**src/rtl/pkt_tx_scheduler.sv**
```systemverilog
// -----------------------------------------------------------------------------
// pkt_tx_scheduler
//
// Round-robin scheduler that shares one sop/vld/eop/len packet bus between NREQ
// requesters. A requester posts a packet length; the winner's packet is emitted
// beat by beat (honouring rdy backpressure), followed by GAP idle cycles.
//
// Optional feature macro: SCHED_STATS_EN (adds pkt_cnt / beat_cnt counters).
//
// Ports:
//   clk      : clock, all logic on posedge
//   rst      : synchronous, active-high reset
//   req      : per-requester request, held until its gnt pulse
//   req_len  : per-requester length, requester i uses [i*LW +: LW]
//   gnt      : one-hot, single-cycle grant pulse
//   sop/vld/eop : packet framing of the output bus
//   len      : length of current packet (0 when vld=0)
//   out_id   : owner of current packet (0 when vld=0)
//   rdy      : downstream accept, a beat transfers on vld && rdy
//   busy     : high while sending a packet or in the idle gap
//   pkt_cnt  : (SCHED_STATS_EN) accepted eop beats, wraps
//   beat_cnt : (SCHED_STATS_EN) accepted beats, wraps
// -----------------------------------------------------------------------------
module pkt_tx_scheduler #(
    parameter int NREQ = 4,
    parameter int LW   = 4,
    parameter int GAP  = 1,
    localparam int IDW = $clog2(NREQ)
) (
    input  logic                 clk,
    input  logic                 rst,
    input  logic [NREQ-1:0]      req,
    input  logic [NREQ*LW-1:0]   req_len,
    output logic [NREQ-1:0]      gnt,
    output logic                 sop,
    output logic                 vld,
    output logic                 eop,
    output logic [LW-1:0]        len,
    output logic [IDW-1:0]       out_id,
    input  logic                 rdy,
    output logic                 busy
`ifdef SCHED_STATS_EN
    ,
    output logic [15:0]          pkt_cnt,
    output logic [15:0]          beat_cnt
`endif
);

    localparam logic [1:0] ST_IDLE = 2'd0;
    localparam logic [1:0] ST_SEND = 2'd1;
    localparam logic [1:0] ST_GAP  = 2'd2;

    // Gap counter counts down to zero, so it is loaded with GAP-1.
    localparam logic [3:0] GAP_LOAD     = (GAP > 0) ? 4'(GAP - 1) : 4'd0;
    localparam logic [1:0] ST_AFTER_EOP = (GAP > 0) ? ST_GAP : ST_IDLE;

    logic [1:0]      state_d,  state_q;
    logic [IDW-1:0]  rr_d,     rr_q;
    logic [LW-1:0]   cnt_d,    cnt_q;
    logic [3:0]      gap_d,    gap_q;
    logic [NREQ-1:0] gnt_d,    gnt_q;
    logic            sop_d,    sop_q;
    logic            vld_d,    vld_q;
    logic            eop_d,    eop_q;
    logic [LW-1:0]   len_d,    len_q;
    logic [IDW-1:0]  id_d,     id_q;
    logic            busy_d,   busy_q;

    logic [NREQ-1:0] elig_s;
    logic            win_found_s;
    logic [IDW-1:0]  win_id_s;
    logic [LW-1:0]   win_len_s;
    logic [NREQ-1:0] win_oh_s;
    logic [IDW-1:0]  win_next_s;

    // Eligibility: a request with a zero length is masked out.
    always_comb begin
        for (int i = 0; i < NREQ; i++) begin
            elig_s[i] = req[i] && (req_len[i*LW +: LW] != {LW{1'b0}});
        end
    end

    // Round-robin search starting at the pointer, wrapping at NREQ.
    always_comb begin
        win_found_s = 1'b0;
        win_id_s    = {IDW{1'b0}};
        for (int k = 0; k < NREQ; k++) begin
            if (!win_found_s && elig_s[(int'(rr_q) + k) % NREQ]) begin
                win_found_s = 1'b1;
                win_id_s    = IDW'((int'(rr_q) + k) % NREQ);
            end else begin
                win_found_s = win_found_s;
            end
        end
        win_len_s = req_len[int'(win_id_s)*LW +: LW];
        win_oh_s  = {{(NREQ-1){1'b0}}, 1'b1} << win_id_s;
        if (int'(win_id_s) == NREQ - 1) begin
            win_next_s = {IDW{1'b0}};
        end else begin
            win_next_s = IDW'(int'(win_id_s) + 1);
        end
    end

    // Next-state and next-output computation for the scheduler FSM.
    always_comb begin
        state_d = state_q;
        rr_d    = rr_q;
        cnt_d   = cnt_q;
        gap_d   = gap_q;
        gnt_d   = {NREQ{1'b0}};
        sop_d   = sop_q;
        vld_d   = vld_q;
        eop_d   = eop_q;
        len_d   = len_q;
        id_d    = id_q;
        case (state_q)
            ST_IDLE: begin
                if (win_found_s) begin
                    state_d = ST_SEND;
                    rr_d    = win_next_s;
                    cnt_d   = win_len_s;
                    gnt_d   = win_oh_s;
                    sop_d   = 1'b1;
                    vld_d   = 1'b1;
                    eop_d   = (win_len_s == LW'(1));
                    len_d   = win_len_s;
                    id_d    = win_id_s;
                end else begin
                    state_d = ST_IDLE;
                    sop_d   = 1'b0;
                    vld_d   = 1'b0;
                    eop_d   = 1'b0;
                    len_d   = {LW{1'b0}};
                    id_d    = {IDW{1'b0}};
                end
            end
            ST_SEND: begin
                if (vld_q && rdy) begin
                    cnt_d = cnt_q - LW'(1);
                    if (cnt_q == LW'(1)) begin
                        // Last beat accepted: clear the bus and start the gap.
                        state_d = ST_AFTER_EOP;
                        gap_d   = GAP_LOAD;
                        sop_d   = 1'b0;
                        vld_d   = 1'b0;
                        eop_d   = 1'b0;
                        len_d   = {LW{1'b0}};
                        id_d    = {IDW{1'b0}};
                    end else begin
                        sop_d = 1'b0;
                        eop_d = (cnt_q == LW'(2));
                    end
                end else begin
                    // Backpressure: every bus field holds its value.
                    state_d = ST_SEND;
                end
            end
            ST_GAP: begin
                sop_d = 1'b0;
                vld_d = 1'b0;
                eop_d = 1'b0;
                len_d = {LW{1'b0}};
                id_d  = {IDW{1'b0}};
                if (gap_q == 4'd0) begin
                    state_d = ST_IDLE;
                end else begin
                    gap_d = gap_q - 4'd1;
                end
            end
            default: begin
                state_d = ST_IDLE;
                sop_d   = 1'b0;
                vld_d   = 1'b0;
                eop_d   = 1'b0;
                len_d   = {LW{1'b0}};
                id_d    = {IDW{1'b0}};
            end
        endcase
        busy_d = (state_d != ST_IDLE);
    end

    // State and output registers with synchronous reset.
    always_ff @(posedge clk) begin
        if (rst) begin
            state_q <= ST_IDLE;
            rr_q    <= {IDW{1'b0}};
            cnt_q   <= {LW{1'b0}};
            gap_q   <= 4'd0;
            gnt_q   <= {NREQ{1'b0}};
            sop_q   <= 1'b0;
            vld_q   <= 1'b0;
            eop_q   <= 1'b0;
            len_q   <= {LW{1'b0}};
            id_q    <= {IDW{1'b0}};
            busy_q  <= 1'b0;
        end else begin
            state_q <= state_d;
            rr_q    <= rr_d;
            cnt_q   <= cnt_d;
            gap_q   <= gap_d;
            gnt_q   <= gnt_d;
            sop_q   <= sop_d;
            vld_q   <= vld_d;
            eop_q   <= eop_d;
            len_q   <= len_d;
            id_q    <= id_d;
            busy_q  <= busy_d;
        end
    end

    assign gnt    = gnt_q;
    assign sop    = sop_q;
    assign vld    = vld_q;
    assign eop    = eop_q;
    assign len    = len_q;
    assign out_id = id_q;
    assign busy   = busy_q;

`ifdef SCHED_STATS_EN
    logic [15:0] pkt_cnt_d,  pkt_cnt_q;
    logic [15:0] beat_cnt_d, beat_cnt_q;

    // Statistics: count accepted beats and accepted eop beats, wrapping.
    always_comb begin
        if ((state_q == ST_SEND) && vld_q && rdy) begin
            beat_cnt_d = beat_cnt_q + 16'd1;
            if (eop_q) begin
                pkt_cnt_d = pkt_cnt_q + 16'd1;
            end else begin
                pkt_cnt_d = pkt_cnt_q;
            end
        end else begin
            beat_cnt_d = beat_cnt_q;
            pkt_cnt_d  = pkt_cnt_q;
        end
    end

    // Statistics registers with synchronous reset.
    always_ff @(posedge clk) begin
        if (rst) begin
            pkt_cnt_q  <= 16'd0;
            beat_cnt_q <= 16'd0;
        end else begin
            pkt_cnt_q  <= pkt_cnt_d;
            beat_cnt_q <= beat_cnt_d;
        end
    end

    assign pkt_cnt  = pkt_cnt_q;
    assign beat_cnt = beat_cnt_q;
`else
    // Statistics counters are not built in this configuration.
`endif

endmodule

```
**config.mk**
```make
export PLATFORM = sky130hd
export DESIGN_NAME = pkt_tx_scheduler
export DESIGN_NICKNAME = d
export VERILOG_FILES = /design/src/rtl/pkt_tx_scheduler.sv
export SDC_FILE = /design/constraint.sdc
export NUM_CORES = 1
export LEC_CHECK = 0
export ABC_AREA = 1
export CAP_MARGIN = 20
export CELL_PAD_IN_SITES_DETAIL_PLACEMENT = 1
export CELL_PAD_IN_SITES_GLOBAL_PLACEMENT = 2
export CORE_UTILIZATION = 34
export DETAILED_ROUTE_END_ITERATION = 8
export DONT_BUFFER_PORTS = 1
export PLACE_DENSITY = 0.75
export RECOVER_POWER = 25
export SLEW_MARGIN = 15
export SYNTH_ARGS = -nofsm -noshare
export SYNTH_HDL_FRONTEND = slang
export SYNTH_SLANG_ARGS = --single-unit
```
**constraint.sdc**
```tcl
create_clock -name clk -period 2.8 [get_ports clk]
set_clock_uncertainty 0.1 [all_clocks]
set_input_delay 0.56 -clock clk [delete_from_list [all_inputs] [get_ports clk]]
set_output_delay 0.56 -clock clk [all_outputs]
set_load 0.05 [all_outputs]
```
==> run_summary.xml <==
<?xml version="1.0" encoding="UTF-8"?>
<metrics>
  <group name="timing">
    <metric name="setup_total_negative_slack" unit="ns">0</metric>
    <metric name="final_min_period_over_clock_period" unit="%">89.44</metric>
    <metric name="fmax" unit="MHz">399.3</metric>
    <metric name="unrepaired_setup_endpoints_after_global_routing" unit="">no</metric>
    <metric name="post-route-min-period" unit="ns">2.504</metric>
    <metric name="timing_worst_slew_pin_value" unit="ns">0.6382</metric>
    <metric name="maxSlewHeadroom" unit="%">57.46</metric>
    <metric name="timing.final.max_slew_violations" unit="">0</metric>
    <metric name="finalSetupViolCount" unit="">0</metric>
    <metric name="hold_viol_final" unit="">0</metric>
    <metric name="timing.final.ws_setup" unit="ns">0.2956</metric>
  </group>
  <group name="grt">
    <metric name="grt_pass1_vias" unit="">1470</metric>
    <metric name="globalRouteOverflowTotal" unit="">0</metric>
    <metric name="wire_length_of_the_first_global_routing_pass" unit="microns">7169</metric>
    <metric name="antenna_found_initial" unit="">0</metric>
    <metric name="grt_max_degree" unit="">16</metric>
    <metric name="grt_usage" unit="%">17.48</metric>
  </group>
  <group name="clock_tree">
    <metric name="holdBufCountCts" unit="">0</metric>
    <metric name="clk_buf_depth" unit="">2</metric>
    <metric name="clk_pin_slew_worst_paths" unit="ns">0.09</metric>
    <metric name="cts_made_buffers" unit="">3</metric>
    <metric name="tritoncts_clock_tree" unit="">yes</metric>
    <metric name="insertion_delay" unit="ns">0.27</metric>
    <metric name="post_cts_buffers" unit="">0</metric>
    <metric name="clockRootBuffer" unit="">sky130_fd_sc_hd__clkbuf_8</metric>
    <metric name="cts_resized" unit="">0</metric>
    <metric name="cts.sinks" unit="">26</metric>
    <metric name="cts_max_level" unit="">1</metric>
  </group>
  <group name="final_layout">
    <metric name="layout_cell_share_with_drive_strength_beyond_1" unit="%">12.85</metric>
    <metric name="final_cells" unit="">316</metric>
    <metric name="area_growth" unit="%">6.442</metric>
    <metric name="final_util" unit="%">38.01</metric>
    <metric name="layout.nets" unit="">278</metric>
    <metric name="fillers" unit="">642</metric>
    <metric name="num_antenna_cells" unit="">0</metric>
  </group>
  <group name="floorplanning">
    <metric name="placement_rows" unit="">25</metric>
    <metric name="core" unit="sq um">4786</metric>
    <metric name="die_h" unit="microns">72.90</metric>
    <metric name="floorplan.initialDensity" unit="%">35.71</metric>
    <metric name="ioPinCount" unit="">37</metric>
    <metric name="dieWidth" unit="microns">72.90</metric>
    <metric name="dieArea" unit="sq um">5314</metric>
  </group>
  <group name="outcome">
    <metric name="status" unit="">finished clean</metric>
  </group>
  <group name="synthesis">
    <metric name="synth_nets" unit="">275</metric>
    <metric name="synth_seq_cells" unit="">26</metric>
    <metric name="post_synthesis_mean_instance_area" unit="sq um">6.920</metric>
    <metric name="async_flop_share" unit="%">0</metric>
    <metric name="synth.yosys.seq_area_share" unit="%">30.45</metric>
    <metric name="synth_edf_count" unit="">0</metric>
    <metric name="synthesis.area" unit="sq um">1709</metric>
    <metric name="synth_cells" unit="">247</metric>
    <metric name="yosysUniqueCellTypes" unit="">30</metric>
    <metric name="commonest_register_cell_after_synthesis" unit="">sky130_fd_sc_hd__dfxtp_1</metric>
    <metric name="yosys_synthesis_warning_count" unit="">0</metric>
  </group>
  <group name="setup_path">
    <metric name="critical_path_at" unit="ns">2.58</metric>
    <metric name="cp_top_family" unit="">simple AND/OR/NAND/NOR gates</metric>
    <metric name="critical_path.most_common_cell" unit="">sky130_fd_sc_hd__nand2_1</metric>
    <metric name="critPathCaptureType" unit="">flip-flop</metric>
    <metric name="worst_path_max_delay_cell" unit="">sky130_fd_sc_hd__dfxtp_1</metric>
    <metric name="path_cells" unit="">xor2_4, inv_2, nand3_2, nand2_4, nand2_4, nand2_2, nand2_4, nand3_4, inv_2, nand2_1, nand2_1, nand2_1, nand2_1, nor2_1, nand2_1, nand2_1, nand2_1, nand2_1</metric>
    <metric name="cp_data_required_time" unit="ns">2.87</metric>
    <metric name="timing.critical_path.fanout_max" unit="">14</metric>
    <metric name="timing_worst_setup_path_type" unit="">flip-flop to flip-flop</metric>
    <metric name="worst-path-buf-inv" unit="">2</metric>
    <metric name="critPathLaunchType" unit="">flip-flop</metric>
    <metric name="cpPeakStageDelay" unit="ns">0.65</metric>
  </group>
  <group name="power">
    <metric name="report.power.total" unit="mW">2.674</metric>
    <metric name="vdd_drop_max" unit="V">0.0006425</metric>
    <metric name="power.density" unit="nW/um^2">1470</metric>
    <metric name="p_leak" unit="nW">0.8084</metric>
  </group>
  <group name="routing">
    <metric name="dr_total_vias" unit="">1541</metric>
    <metric name="drtIter0Drc" unit="">69</metric>
    <metric name="antenna_violating_nets_post_route" unit="">0</metric>
    <metric name="vias_per_cell" unit="">4.877</metric>
    <metric name="wirelength" unit="microns">4300</metric>
    <metric name="route.detailed.wl_per_inst" unit="microns">13.61</metric>
    <metric name="drc_errors" unit="">0</metric>
    <metric name="detail_route.first_pass.iterations" unit="">4</metric>
  </group>
  <group name="placed_design">
    <metric name="detailedPlace.worstSlack" unit="ns">0.1373</metric>
    <metric name="post-place-cells" unit="">312</metric>
    <metric name="io_buffers" unit="">0</metric>
    <metric name="place.gp.congestion" unit="">0.8096</metric>
    <metric name="place_hpwl" unit="microns">3412</metric>
  </group>
  <group name="run">
    <metric name="drv.max_cap_violation_count" unit="">0</metric>
  </group>
  <group name="hold_path">
    <metric name="worst_min_delay_path_class" unit="">primary input to flip-flop</metric>
  </group>
</metrics>
-- cell usage in the layout (no fill, tap or decap) --
| master | netlist | layout |
|---|---|---|
| sky130_fd_sc_hd__nor2_2 | 1 | 1 |
| sky130_fd_sc_hd__clkinv_1 | 1 | 1 |
| sky130_fd_sc_hd__nand3_4 | 1 | 1 |
| sky130_fd_sc_hd__nand4_4 | 1 | 1 |
| sky130_fd_sc_hd__ha_1 | 5 | 5 |
| sky130_fd_sc_hd__o21ai_1 | 3 | 3 |
| sky130_fd_sc_hd__xor2_1 | 1 | 1 |
| sky130_fd_sc_hd__nand3_1 | 25 | 25 |
| sky130_fd_sc_hd__o21ai_4 | 2 | 2 |
| sky130_fd_sc_hd__dfxtp_1 | 26 | 25 |
| sky130_fd_sc_hd__nand4_1 | 5 | 5 |
| sky130_fd_sc_hd__a211oi_1 | 2 | 2 |
| sky130_fd_sc_hd__o21ai_0 | 8 | 8 |
| sky130_fd_sc_hd__nor2_1 | 24 | 24 |
| sky130_fd_sc_hd__nor3_1 | 8 | 8 |
| sky130_fd_sc_hd__buf_4 | 0 | 2 |
| sky130_fd_sc_hd__a21oi_2 | 3 | 3 |
| sky130_fd_sc_hd__o211ai_1 | 1 | 1 |
| sky130_fd_sc_hd__clkbuf_8 | 0 | 4 |
| sky130_fd_sc_hd__xnor2_1 | 3 | 3 |
| sky130_fd_sc_hd__xor2_4 | 1 | 1 |
| sky130_fd_sc_hd__nand2_4 | 3 | 3 |
| sky130_fd_sc_hd__a21boi_0 | 1 | 1 |
| sky130_fd_sc_hd__nand3_2 | 3 | 3 |
| sky130_fd_sc_hd__nand2_2 | 6 | 6 |
| sky130_fd_sc_hd__clkinv_4 | 1 | 1 |
| sky130_fd_sc_hd__dfxtp_2 | 0 | 1 |
| sky130_fd_sc_hd__inv_2 | 3 | 3 |
| sky130_fd_sc_hd__clkbuf_1 | 1 | 1 |
| sky130_fd_sc_hd__a21oi_1 | 19 | 19 |
| sky130_fd_sc_hd__nand2_1 | 60 | 60 |
| sky130_fd_sc_hd__inv_1 | 25 | 25 |
-- registers in the layout (all words and copies together) (netlist names), 2 cells and up --
| name | count |
|---|---|
| state_q | 2 |
| gap_q | 4 |
| len | 4 |
| gnt | 4 |
| rr_q | 2 |
| cnt_q | 4 |
| out_id | 2 |
-- layout make-up --
| cell class | instances | area [sq um] | share of cell area (%) |
|---|---|---|---|
| tap | 67 | 83.83 | 4.608 |
| multi-input combinational | 186 | 1022 | 56.19 |
| sequential | 26 | 521.8 | 28.68 |
| clock buffer | 4 | 55.05 | 3.026 |
| inverter | 30 | 117.6 | 6.465 |
| timing repair buffer | 3 | 18.77 | 1.032 |
-- stage by stage --
step                hold WS, ns  area (sq um)
CTS                      0.2381          1822
floorplan                0.3409          1709
global route             0.2274          1819
finish                   0.2461          1819
global placement         0.3559          1767
detailed placement       0.3620          1767
-- cell usage after synthesis, types with 4 or more instances --
| master | count | area, sq um |
|---|---|---|
| sky130_fd_sc_hd__a21oi_1 | 19 | 95.09 |
| sky130_fd_sc_hd__buf_6 | 4 | 45.04 |
| sky130_fd_sc_hd__dfxtp_1 | 26 | 520.5 |
| sky130_fd_sc_hd__ha_1 | 5 | 62.56 |
| sky130_fd_sc_hd__inv_1 | 25 | 93.84 |
| sky130_fd_sc_hd__nand2_1 | 60 | 225.2 |
| sky130_fd_sc_hd__nand2_2 | 6 | 37.54 |
| sky130_fd_sc_hd__nand3_1 | 25 | 125.1 |
| sky130_fd_sc_hd__nand4_1 | 5 | 31.28 |
| sky130_fd_sc_hd__nor2_1 | 24 | 90.09 |
| sky130_fd_sc_hd__nor3_1 | 8 | 40.04 |
| sky130_fd_sc_hd__o21ai_0 | 8 | 40.04 |
-- per-layer routing --
metal / wire length [microns] / track usage [%] / up-vias
met3: 134 / 3.729 / 2
met1: 2336 / 26.43 / 705
li1: - / - / 812
met4: 12 / 1.961 / 0
met2: 1816 / 25.96 / 22
met5: 0 / 0 / -
-- worst register-to-register path, delay by kind of cell (launching register included) --
kind,cells,cell delay (ns)
AND/OR/NAND/NOR,15,1.14
flip-flops,1,0.65
buffers and inverters,2,0.29
XOR/XNOR,1,0.22
-- report_power, final --
part	total [mW]	internal, mW	switching, mW	leakage (nW)
combinational	1.57	0.529	1.04	0.565
sequential	0.867	0.515	0.352	0.215
clock	0.241	0.126	0.115	0.0288
total	2.67	1.17	1.50	0.808
-- path summary, 6_finish.rpt --
path                         startpoint                     end  slack (ns)  cells past startpoint
hold reg to reg   gap_q[0]$_SDFFE_PP0P_   gap_q[0]$_SDFFE_PP0P_        0.37                      2
hold / removal                      rst  out_id[1]$_SDFFE_PP0P_        0.25                      1
setup / recovery   rr_q[1]$_SDFFE_PP0P_        eop$_SDFFE_PP0P_        0.30                     18
setup reg to reg   rr_q[1]$_SDFFE_PP0P_        eop$_SDFFE_PP0P_        0.30                     18
-- logic make-up (layout without fill, tap and decap cells) --
group | Yosys count | in the layout | synth area share [%]
buf+inv | 35 | 37 | 9.736
simple gates | 137 | 137 | 38.51
flops | 26 | 26 | 30.45
compound gates | 39 | 39 | 13.98
fa+ha+maj | 5 | 5 | 3.660
xor+xnor | 5 | 5 | 3.661
(Power assumes the default switching activity.)
